===== src/rtl/gpu_pkg.sv =====
// Shared miniGPU definitions: core pipeline state encoding, fetcher and LSU
// state constants, and the default program-counter width.
package gpu_pkg;

  localparam int unsigned PC_W_DEFAULT = 8;

  typedef enum logic [2:0] {
    CORE_IDLE    = 3'b000,
    CORE_FETCH   = 3'b001,
    CORE_DECODE  = 3'b010,
    CORE_REQUEST = 3'b011,
    CORE_WAIT    = 3'b100,
    CORE_EXECUTE = 3'b101,
    CORE_UPDATE  = 3'b110,
    CORE_DONE    = 3'b111
  } core_state_e;

  localparam logic [2:0] FETCHER_FETCHED = 3'b010;

  localparam logic [1:0] LSU_IDLE       = 2'b00;
  localparam logic [1:0] LSU_REQUESTING = 2'b01;
  localparam logic [1:0] LSU_WAITING    = 2'b10;
  localparam logic [1:0] LSU_DONE       = 2'b11;

  // A lane holds the pipeline in WAIT while its memory access is in flight.
  function automatic logic lsu_busy(input logic [1:0] s);
    return (s == LSU_REQUESTING) || (s == LSU_WAITING);
  endfunction

endpackage


===== src/rtl/lane_pc_select.sv =====
// Combinational converged-PC selector.
// Picks next_pc of the lowest-index active lane (lane 0 when no lane is active).
// Macro SCHED_DIVERGE_CHECK_EN adds a divergence flag: any active lane whose
// next_pc differs from the selected one.
// Ports:
//   thread_mask [LANES]      - 1 = lane active
//   next_pc     [PC_W*LANES] - per-lane next PC, lane i at [PC_W*i +: PC_W]
//   sel_pc      [PC_W]       - selected PC
//   diverge     (macro only) - active lanes disagree on next PC
module lane_pc_select
  import gpu_pkg::*;
#(
  parameter int unsigned LANES = 4,
  parameter int unsigned PC_W  = PC_W_DEFAULT
) (
  input  logic [LANES-1:0]      thread_mask,
  input  logic [PC_W*LANES-1:0] next_pc,
  output logic [PC_W-1:0]       sel_pc
`ifdef SCHED_DIVERGE_CHECK_EN
  ,
  output logic                  diverge
`endif
);

  logic found;

  always_comb begin
    sel_pc = next_pc[PC_W-1:0];
    found  = 1'b0;
    for (int unsigned i = 0; i < LANES; i++) begin
      if (!found && thread_mask[i]) begin
        sel_pc = next_pc[PC_W*i +: PC_W];
        found  = 1'b1;
      end
    end
  end

`ifdef SCHED_DIVERGE_CHECK_EN
  // Comparing each active lane against the winner is equivalent to a
  // pairwise comparison of all active lanes.
  always_comb begin
    diverge = 1'b0;
    for (int unsigned i = 0; i < LANES; i++) begin
      if (thread_mask[i] && (next_pc[PC_W*i +: PC_W] != sel_pc)) begin
        diverge = 1'b1;
      end
    end
  end
`endif

endmodule


===== src/rtl/core_scheduler.sv =====
// Per-core pipeline sequencer for the miniGPU.
// Steps FETCH -> DECODE -> REQUEST -> WAIT -> EXECUTE -> UPDATE on fetch and
// LSU handshakes, selects the converged PC, reports block completion and a
// saturating count of active cycles.
// Optional macro SCHED_DIVERGE_CHECK_EN: sticky diverge_err when active lanes
// disagree on next PC in UPDATE; otherwise diverge_err is tied to 0.
// Ports:
//   clk, reset (sync, active-high)
//   start         - begin from PC 0 when IDLE
//   thread_mask   - active lanes
//   fetcher_state - fetcher FSM state (FETCHED = 3'b010)
//   decoded_ret   - current instruction is RET
//   lsu_state     - per-lane LSU state, lane i at [2i+1:2i]
//   next_pc       - per-lane next PC, lane i at [PC_W*i +: PC_W]
//   core_state    - pipeline state broadcast
//   current_pc    - PC presented to the fetcher
//   done          - sticky block-finished flag
//   cycle_count   - cycles spent outside IDLE/DONE (saturating)
//   diverge_err   - sticky divergence flag
module core_scheduler
  import gpu_pkg::*;
#(
  parameter int unsigned THREADS_PER_BLOCK = 4,
  parameter int unsigned PC_W              = 8,
  parameter int unsigned CYC_W             = 16
) (
  input  logic                           clk,
  input  logic                           reset,
  input  logic                           start,
  input  logic [THREADS_PER_BLOCK-1:0]   thread_mask,
  input  logic [2:0]                     fetcher_state,
  input  logic                           decoded_ret,
  input  logic [2*THREADS_PER_BLOCK-1:0] lsu_state,
  input  logic [PC_W*THREADS_PER_BLOCK-1:0] next_pc,
  output logic [2:0]                     core_state,
  output logic [PC_W-1:0]                current_pc,
  output logic                           done,
  output logic [CYC_W-1:0]               cycle_count,
  output logic                           diverge_err
);

  core_state_e state, state_next;
  logic        busy;
  logic [PC_W-1:0] sel_pc;

`ifdef SCHED_DIVERGE_CHECK_EN
  logic sel_diverge;
`endif

  lane_pc_select #(
    .LANES (THREADS_PER_BLOCK),
    .PC_W  (PC_W)
  ) u_sel (
    .thread_mask (thread_mask),
    .next_pc     (next_pc),
    .sel_pc      (sel_pc)
`ifdef SCHED_DIVERGE_CHECK_EN
    ,
    .diverge     (sel_diverge)
`endif
  );

  assign core_state = state;

  always_comb begin
    busy = 1'b0;
    for (int unsigned i = 0; i < THREADS_PER_BLOCK; i++) begin
      if (thread_mask[i] && lsu_busy(lsu_state[2*i +: 2])) begin
        busy = 1'b1;
      end
    end
  end

  always_ff @(posedge clk) begin
    if (reset) state <= CORE_IDLE;
    else       state <= state_next;
  end

  always_comb begin
    state_next = state;
    case (state)
      CORE_IDLE:    if (start) state_next = CORE_FETCH;
      CORE_FETCH:   if (fetcher_state == FETCHER_FETCHED) state_next = CORE_DECODE;
      CORE_DECODE:  state_next = CORE_REQUEST;
      CORE_REQUEST: state_next = CORE_WAIT;
      CORE_WAIT:    if (!busy) state_next = CORE_EXECUTE;
      CORE_EXECUTE: state_next = CORE_UPDATE;
      CORE_UPDATE:  state_next = decoded_ret ? CORE_DONE : CORE_FETCH;
      CORE_DONE:    state_next = CORE_DONE;
      default:      state_next = CORE_IDLE;
    endcase
  end

  always_ff @(posedge clk) begin
    if (reset) begin
      current_pc  <= '0;
      done        <= 1'b0;
      cycle_count <= '0;
    end else begin
      case (state)
        CORE_IDLE: begin
          if (start) begin
            current_pc  <= '0;
            cycle_count <= '0;
          end
        end
        CORE_UPDATE: begin
          if (decoded_ret) done <= 1'b1;
          else             current_pc <= sel_pc;
        end
        default: ;
      endcase
      if ((state != CORE_IDLE) && (state != CORE_DONE) && (cycle_count != '1)) begin
        cycle_count <= cycle_count + CYC_W'(1);
      end
    end
  end

`ifdef SCHED_DIVERGE_CHECK_EN
  always_ff @(posedge clk) begin
    if (reset) begin
      diverge_err <= 1'b0;
    end else if ((state == CORE_UPDATE) && !decoded_ret && sel_diverge) begin
      diverge_err <= 1'b1;
    end
  end
`else
  assign diverge_err = 1'b0;
`endif

endmodule


===== config.mk =====
export PLATFORM = sky130hd
export DESIGN_NAME = core_scheduler
export DESIGN_NICKNAME = d
export VERILOG_FILES = /design/src/rtl/gpu_pkg.sv /design/src/rtl/lane_pc_select.sv /design/src/rtl/core_scheduler.sv
export SDC_FILE = /design/constraint.sdc
export NUM_CORES = 1
export LEC_CHECK = 0
export CAP_MARGIN = 20
export CELL_PAD_IN_SITES_DETAIL_PLACEMENT = 1
export CELL_PAD_IN_SITES_GLOBAL_PLACEMENT = 1
export CORE_UTILIZATION = 28
export DETAILED_ROUTE_END_ITERATION = 10
export PLACE_DENSITY = 0.78
export SLEW_MARGIN = 20
export SYNTH_ARGS = -nofsm -noshare
export SYNTH_HDL_FRONTEND = slang
export SYNTH_SLANG_ARGS = --single-unit

===== constraint.sdc =====
create_clock -name clk -period 2.1 [get_ports clk]
set_input_delay 0.525 -clock clk [delete_from_list [all_inputs] [get_ports clk]]
set_output_delay 0.525 -clock clk [all_outputs]
set_load 0.02 [all_outputs]

==> run_results.csv, run 1 <==
group,metric,value,unit
status,status,"completed",
global_routing,antenna_found_initial,0,
worst_setup_path,slowest_delay,0.60,ns
yosys,seq_area_frac_synth,33.1,%
clocking,root_buffer,"clkbuf_8",
worst_setup_path,criticalPathCategory,"flop to output pin",
global_routing,grt_first_pass_wirelength,9.57,mm
global_routing,grt_usage,19.2,%
power,p_leak,0.987,nW
floorplan,num_io_pins,80,
clocking,clockBufferDepth,2,
floorplan,initial_utilization,29.9,%
detailed_routing,drc,0,
clocking,cts_tree,"done",
yosys,ys_async_sr_fraction,0,%
timing,fin_crit,1.93,ns
power,power,1.17,mW
worst_setup_path,crit_path_start_kind,"flop",
floorplan,fp-row-count,27,
yosys,muxShareOfSynthArea,1.77,%
timing,rsz0062_at_grt,"no",
yosys,synth_area_per_cell,7.84,µm²
floorplan,core,0.00568,mm²
yosys,synth-xor-area-share,2.58,%
worst_setup_path,worstPathCellList,"buf_4, clkdlybuf4s50_1",
placement,gp_congestion,0.803,
yosys,yosysWarnings,0,
clocking,clk_pin_slew,0.10,ns
detailed_routing,postRouteAntennaNets,0,
timing,fmax,519,MHz
timing,slew_violations,0,
floorplan,die_area,0.00637,mm²
clocking,cts.sinks,28,
global_routing,grt_pass1_vias,1948,
timing,fin_crit_sh,91.8,%
final_layout,fin_area,0.00269,mm²
yosys,synth.ff_latch_count,28,
yosys,synth-edff-count,0,
run,drv_cap,0,
placement,place_ws,-0.0735,ns
clocking,cts_max_level,1,
final_layout,fin_nets,353,
detailed_routing,routed_wl,5.92,mm
worst_setup_path,cp-end-kind,"output pin",
yosys,syn_area,0.00169,mm²
placement,dp.cells,368,
yosys,syn_inst,216,
placement,placed_cell_area,0.00263,mm²
timing,hold_violations,0,
worst_setup_path,cp_num_buf_inv,2,
placement,portBuffers,78,
worst_setup_path,worst_r2r_path_depth,6,
worst_setup_path,critical_path_required,1.57,ns
detailed_routing,drtIter0Drc,47,
worst_setup_path,worst-path-max-fanout,6,
floorplan,die_y,79.8,µm
min_path,hold_depth,2,
timing,finClkSkew,0.00795,ns
timing,layout_setup_ws,0.173,ns
yosys,synth_top_family_by_area,"simple AND/OR/NAND/NOR gates",
clocking,worstSkewPairLatency,0.28,ns
min_path,hold_path.class,"flop to flop",
final_layout,drive_gt1_share,10.3,%
yosys,synth_simple_gate_area_share,28.7,%
timing,setup_violations,0,
floorplan,die_w,79.8,µm
global_routing,grt_overflow,0,
yosys,synth_cell_types,45,
detailed_routing,vias,1939,
detailed_routing,viasPerCell,5.21,
final_layout,diodes,0,
worst_setup_path,cp_top_family,"buffers and inverters",
yosys,synth_compound_area_share,26.3,%
final_layout,final_cells,372,
final_layout,utilization,47.3,%
placement,dp_hpwl,4.74,mm
power,power_density,436,mW/mm²
clocking,cts_buffers,3,
detailed_routing,drtPass1Iterations,4,
final_layout,area_growth,58.5,%
yosys,ys.flop_type,"dfxtp_1",
worst_setup_path,cp.arrival,1.40,ns
yosys,synth_nets,268,
detailed_routing,wl_per_cell,15.9,µm
worst_setup_path,cp_slowest_cell,"clkdlybuf4s50_1",
global_routing,grt_start_max_net_pins,18,
power,ir_worst_vdd,0.257,mV
worst_setup_path,path_depth,2,
yosys,yosys.area_share.adder,0.739,%
-- power breakdown --
part	switching (mW)	internal [mW]	total (mW)
clock network	0.181	0.168	0.349
logic	0.125	0.149	0.274
registers	0.0103	0.538	0.548
total	0.317	0.855	1.17
-- Yosys cell counts, types with 4 or more instances --
cell type,n,area (µm²)
xor2_1,5,43.8
a22oi_1,10,75.1
o21ai_0,5,25.0
and3_1,6,37.5
nor2b_1,4,25.0
o211ai_1,4,30.0
nand4_1,4,25.0
a21oi_1,26,130
or4_1,4,30.0
nor2_1,15,56.3
nand2b_1,4,25.0
clkbuf_1,7,26.3
inv_1,11,41.3
nor3_1,5,25.0
dfxtp_1,28,561
o221ai_1,8,70.1
nand3_1,10,50.1
nand2_1,16,60.1
-- final cells by class --
cell class | instances | area [µm²]
clock buffers | 4 | 55.1
fillers | 687 | 2990
inverters | 11 | 41.3
multi-input cells | 163 | 1020
flip-flops and latches | 28 | 564
well taps | 72 | 90.1
repair buffers | 94 | 913
-- layout by cell type, fill, tap and decap left out, types with 5 or more instances in the layout --
master	count
a22oi_1	10
and3_1	6
buf_4	15
nor3_1	5
clkdlybuf4s50_1	78
o221ai_1	8
a21oi_1	26
o21ai_0	5
nor2_1	15
inv_1	11
nand3_1	10
xor2_1	5
dfxtp_1	25
nand2_1	16
-- tightest hold or removal path, stage by stage (launching register included) --
cell and delay, ns:
dfxtp_1 0.34, a31oi_1 0.04, nor2_1 0.07
-- path summary, 6_finish.rpt --
| kind | slack, ns | endpoint | from |
|---|---|---|---|
| min reg2reg | 0.49 | done$_SDFFE_PP0P_ | done$_SDFFE_PP0P_ |
| max | 0.17 | cycle_count[7] | cycle_count[7]$_SDFFE_PP0P_ |
| max reg2reg | 0.22 | cycle_count[3]$_SDFFE_PP0P_ | cycle_count[0]$_SDFFE_PP0P_ |
| min | 0.49 | done$_SDFFE_PP0P_ | done$_SDFFE_PP0P_ |
-- cell families after synthesis --
group / Yosys count
and+or+nand+nor: 86
AOI/OAI and AO/OA: 67
DFF: 28
buffers and inverters: 25
xor gates and xnor gates: 5
muxes: 3
adders and majority gates: 1
other: 1
-- layer usage --
layer / wire, µm / GRT usage, % / vias up / part of all wire [%]
li1: - / - / 966 / -
met1: 2650 / 23.3 / 938 / 45
met2: 3110 / 36.6 / 33 / 52
met3: 135 / 2.40 / 2 / 2.3
met4: 31 / 2.68 / 0 / 0.52
met5: 0 / 0 / - / 0
-- stage by stage --
step / hold WS [ns] / setup TNS [ns]
final: 0.488 / 0
after global routing: 0.510 / 0
after CTS: 0.495 / 0
after detailed placement: 0.473 / -0.438
after global placement: 0.450 / 0
after floorplan: 0.536 / 0
-- sequential cells by signal, indices dropped and copies added (netlist names) --
name	count
core_state	3
current_pc	8
cycle_count	16
done	1
-- timing repair --
item,in CTS,in global routing
endpoints found under the hold margin,0,0
gates resized for setup,0,3
endpoints found under the setup margin,0,4
buffers inserted,0,0
hold buffers,0,0
Note: power is estimated with default switching activity, not from simulation.
==> run 2, diff against run 1 <==
- CELL_PAD_IN_SITES_DETAIL_PLACEMENT: 1 -> 0
==> run 2 against run 1 <==
Against the previous run:
- clock power decreased by 3%
- die area unchanged
- routed wire length decreased by 17%
- first-iteration DRC count increased by 32%
- sequential power about the same
- core utilization unchanged
- sequential cell count unchanged
- critical path depth decreased by 1
- register-to-register slack about the same
- count of clock-buffer cells in the layout unchanged
- sequential share of layout area unchanged
==> run_results.csv, run 2 (synthesized netlist as in run 1, its figures left out) <==
group,metric,value,unit
clocking,cts_max_level,1,
min_path,hold_depth,2,
clocking,cts_tree,"done",
timing,hold_violations,0,
clocking,cts_resized,0,
floorplan,fp-row-count,27,
detailed_routing,routed_wl,4.91,mm
global_routing,grt_pass1_vias,1736,
timing,fmax,524,MHz
timing,finClkSkew,0.00382,ns
global_routing,grt_first_pass_wirelength,8.17,mm
placement,portBuffers,78,
global_routing,grt_start_max_net_pins,18,
global_routing,antenna_found_initial,0,
worst_setup_path,cp_top_family,"buffers and inverters",
final_layout,drive_gt1_share,10.3,%
status,status,"completed",
worst_setup_path,path_depth,1,
final_layout,final_common_cell,"clkdlybuf4s50_1",
floorplan,initial_utilization,29.9,%
timing,fin_crit_sh,90.9,%
global_routing,grt_usage,16.3,%
floorplan,num_io_pins,80,
final_layout,final_cells,372,
final_layout,largest_register_ffs,16,
timing,slew_violations,0,
detailed_routing,drc,0,
detailed_routing,wl_per_cell,13.2,µm
final_layout,mostFrequentLayoutCells,"clkdlybuf4s50_1, a21oi_1, dfxtp_1",
min_path,hold_path.class,"flop to flop",
worst_setup_path,worst-path-max-fanout,13,
detailed_routing,drtPass1Iterations,4,
final_layout,area_growth,58.5,%
final_layout,regMostFlops,"cycle_count",
worst_setup_path,slowest_delay,0.65,ns
worst_setup_path,worst_r2r_path_depth,6,
worst_setup_path,crit_path_start_kind,"flop",
worst_setup_path,cp.arrival,1.38,ns
clocking,cts_setup_buffers,0,
detailed_routing,drtIter0Drc,62,
timing,setup_violations,0,
power,power_density,429,mW/mm²
worst_setup_path,worstPathCellList,"clkdlybuf4s50_1",
worst_setup_path,criticalPathCategory,"flop to output pin",
final_layout,fin_nets,353,
detailed_routing,viasPerCell,5.01,
power,ir_worst_vdd,0.205,mV
clocking,cts.sinks,28,
worst_setup_path,cp_slowest_cell,"clkdlybuf4s50_1",
timing,rsz0062_at_grt,"no",
timing,tns,0,ns
run,drv_cap,0,
placement,gp_congestion,0.803,
global_routing,grt_overflow,0,
floorplan,die_area,0.00637,mm²
worst_setup_path,cp-end-kind,"output pin",
worst_setup_path,critical_path_required,1.57,ns
clocking,cts_hold_buf,0,
timing,fin_crit,1.91,ns
placement,dp_hpwl,3.90,mm
floorplan,core,0.00568,mm²
placement,dp.cells,368,
clocking,clockBufferDepth,2,
floorplan,die_y,79.8,µm
power,p_leak,0.987,nW
clocking,worstSkewPairLatency,0.28,ns
detailed_routing,vias,1862,
clocking,cts_buffers,3,
clocking,clk_pin_slew,0.10,ns
final_layout,diodes,0,
worst_setup_path,cp_num_buf_inv,1,
detailed_routing,postRouteAntennaNets,0,
clocking,root_buffer,"clkbuf_8",
floorplan,die_w,79.8,µm
## run 2: cell counts in the layout (fill, tap and decap cells not counted)
Identical to the previous run, type by type.
## run 2: final timing paths
check / slack [ns] / endpoint / from
setup / recovery: 0.19 / core_state[2] / core_state[2]$_SDFFE_PP0P_
hold / removal: 0.48 / done$_SDFFE_PP0P_ / done$_SDFFE_PP0P_
setup reg to reg: 0.21 / cycle_count[3]$_SDFFE_PP0P_ / cycle_count[0]$_SDFFE_PP0P_
hold reg to reg: 0.48 / done$_SDFFE_PP0P_ / done$_SDFFE_PP0P_
## run 2: stage by stage
| step | total power, mW | instance area [µm²] | worst slack, ns | hold WS, ns | utilization [%] |
|---|---|---|---|---|---|
| 3_3_place_gp | 0.824 | 2630 | 0.0378 | 0.450 | 46.3 |
| 2_1_floorplan | 0.675 | 1690 | 0.357 | 0.536 | - |
| 4_1_cts | 1.17 | 2680 | 0.0561 | 0.487 | 47.2 |
| 6_report | 1.15 | 2690 | 0.191 | 0.477 | 47.3 |
| 5_1_grt | 1.22 | 2690 | 0.0516 | 0.531 | 47.3 |
| 3_5_place_dp | 0.825 | 2630 | 0.0140 | 0.465 | 46.3 |
## run 2: layout make-up
cell class | count | area (µm²)
tap | 72 | 90.1
timing repair buffer | 94 | 913
inverter | 11 | 41.3
multi-input combinational | 163 | 1020
fill | 566 | 2990
clock buffer | 4 | 55.1
sequential | 28 | 564
## run 2: power by group
group          total [mW]  switching, mW  internal [mW]  leakage (nW)
registers           0.547        0.00977          0.537         0.227
logic               0.267          0.118          0.149         0.731
clock network       0.338          0.170          0.168        0.0288
## run 2: per-layer routing
metal	vias to the layer above	wire [µm]	share of wire [%]	GRT usage, %
met1	855	2280	46	20.6
li1	963	-	-	-
met2	36	2410	49	29.1
met3	8	145	3.0	2.06
met4	0	75	1.5	4.29
met5	-	0	0	0
==> run 3, diff against run 2 <==
- CORE_UTILIZATION: 28 -> 29
- CTS_BUF_LIST: default -> sky130_fd_sc_hd__clkbuf_8
- PLACE_DENSITY: 0.78 -> 0.8
==> run 3 against run 2 <==
Against the previous run:
- hold slack worse by 0.0013 ns
- sequential share of layout area increased by 0.18 points
- routed wire length is 1.4% lower
- cell count fell by 0.54%
- via count barely moved
- core utilization is 0.34 points higher
==> run_results.csv, run 3 (synthesized netlist as in run 1, its figures left out) <==
group,metric,value,unit
floorplan,die_w,78.4,µm
clocking,cts.sinks,28,
worst_setup_path,worst-path-max-fanout,13,
timing,tns,0,ns
final_layout,utilization,47.7,%
detailed_routing,drc,0,
timing,rsz0062_at_grt,"no",
placement,dp_hpwl,3.85,mm
worst_setup_path,cp-end-kind,"output pin",
clocking,cts_max_level,1,
clocking,root_buffer,"clkbuf_8",
detailed_routing,drtIter0Drc,63,
clocking,clk_pin_slew,0.09,ns
final_layout,mostFrequentLayoutCells,"clkdlybuf4s50_1, a21oi_1, dfxtp_1",
final_layout,drive_gt1_share,9.40,%
run,drv_cap,0,
power,p_leak,0.972,nW
clocking,cts_tree,"done",
final_layout,area_growth,56.8,%
floorplan,num_io_pins,80,
global_routing,grt_start_max_net_pins,18,
detailed_routing,routed_wl,4.84,mm
clocking,worstSkewPairLatency,0.28,ns
timing,fin_crit,2.00,ns
floorplan,core,0.00557,mm²
detailed_routing,wl_per_cell,13.1,µm
global_routing,grt_pass1_vias,1811,
final_layout,largest_register_ffs,16,
clocking,cts_hold_buf,0,
timing,finClkSkew,0.0111,ns
status,status,"completed",
timing,hold_violations,0,
detailed_routing,viasPerCell,5.03,
global_routing,grt_usage,17.0,%
power,power_density,431,mW/mm²
final_layout,final_common_cell,"clkdlybuf4s50_1",
clocking,clockBufferDepth,2,
final_layout,diodes,0,
detailed_routing,vias,1861,
worst_setup_path,criticalPathCategory,"flop to output pin",
floorplan,die_y,78.4,µm
global_routing,antenna_found_initial,0,
timing,fmax,499,MHz
timing,setup_violations,0,
timing,fin_crit_sh,95.4,%
placement,gp_congestion,0.771,
floorplan,initial_utilization,30.4,%
final_layout,regMostFlops,"cycle_count",
worst_setup_path,crit_path_start_kind,"flop",
global_routing,grt_first_pass_wirelength,8.42,mm
final_layout,fin_nets,351,
floorplan,fp-row-count,27,
placement,portBuffers,78,
worst_setup_path,cp_num_buf_inv,1,
worst_setup_path,slowest_delay,0.67,ns
timing,slew_violations,0,
detailed_routing,postRouteAntennaNets,0,
worst_setup_path,cp_top_family,"buffers and inverters",
worst_setup_path,worstPathCellList,"clkdlybuf4s50_1",
min_path,hold_path.class,"flop to flop",
floorplan,die_area,0.00615,mm²
detailed_routing,drtPass1Iterations,4,
worst_setup_path,cp_slowest_cell,"clkdlybuf4s50_1",
global_routing,grt_overflow,0,
clocking,cts_buffers,3,
worst_setup_path,critical_path_required,1.57,ns
power,ir_worst_vdd,0.248,mV
worst_setup_path,cp.arrival,1.48,ns
-- run 3: cell count changes in the layout (fill, tap and decap cells not counted), sizes merged --
cell | previous run | this run
buf | 16 | 14
-- run 3: layout make-up --
type                    count  area (µm²)
fillers                   582        2920
multi-input cells         163        1020
repair buffers             92         886
flip-flops and latches     28         563
well taps                  72        90.1
clock buffers               4        55.1
inverters                  11        41.3
-- run 3: worst paths after layout --
path	startpoint	endpoint	slack [ns]	depth (start not counted)
worst max-delay path	core_state[2]$_SDFFE_PP0P_	core_state[2]	0.1	1
worst max register to register	cycle_count[1]$_SDFFE_PP0P_	cycle_count[3]$_SDFFE_PP0P_	0.23	6
worst min-delay path	done$_SDFFE_PP0P_	done$_SDFFE_PP0P_	0.48	2
worst min register to register	done$_SDFFE_PP0P_	done$_SDFFE_PP0P_	0.48	2
-- run 3: per-layer routing --
layer / GRT usage [%] / vias up / wire length, µm
li1: - / 960 / -
met1: 21.2 / 859 / 2280
met2: 29.8 / 38 / 2370
met3: 3.37 / 4 / 149
met4: 4.26 / 0 / 41
met5: 0 / - / 0
-- run 3: through the flow --
stage | setup slack, ns | hold WS [ns] | power (mW) | instance area [µm²] | instances
global placement | 0.0409 | 0.454 | 0.816 | 2600 | 366
detailed placement | -0.00733 | 0.463 | 0.818 | 2600 | 366
finish | 0.0961 | 0.476 | 1.14 | 2660 | 370
CTS | 0.0520 | 0.484 | 1.16 | 2650 | 370
floorplan | 0.357 | 0.536 | 0.675 | 1690 | 216
global route | 0.00417 | 0.514 | 1.22 | 2660 | 370
-- run 3: power by group --
group	internal (mW)	total, mW	leakage, nW	switching, mW
registers	0.537	0.547	0.227	0.00947
clock network	0.168	0.338	0.0288	0.170
logic	0.143	0.259	0.716	0.116
-- run 3: what timing repair did --
| action | in CTS | in global routing |
|---|---|---|
| gates resized for setup | 0 | 2 |
| setup endpoints to repair | 0 | 4 |
| buffers inserted | 0 | 0 |
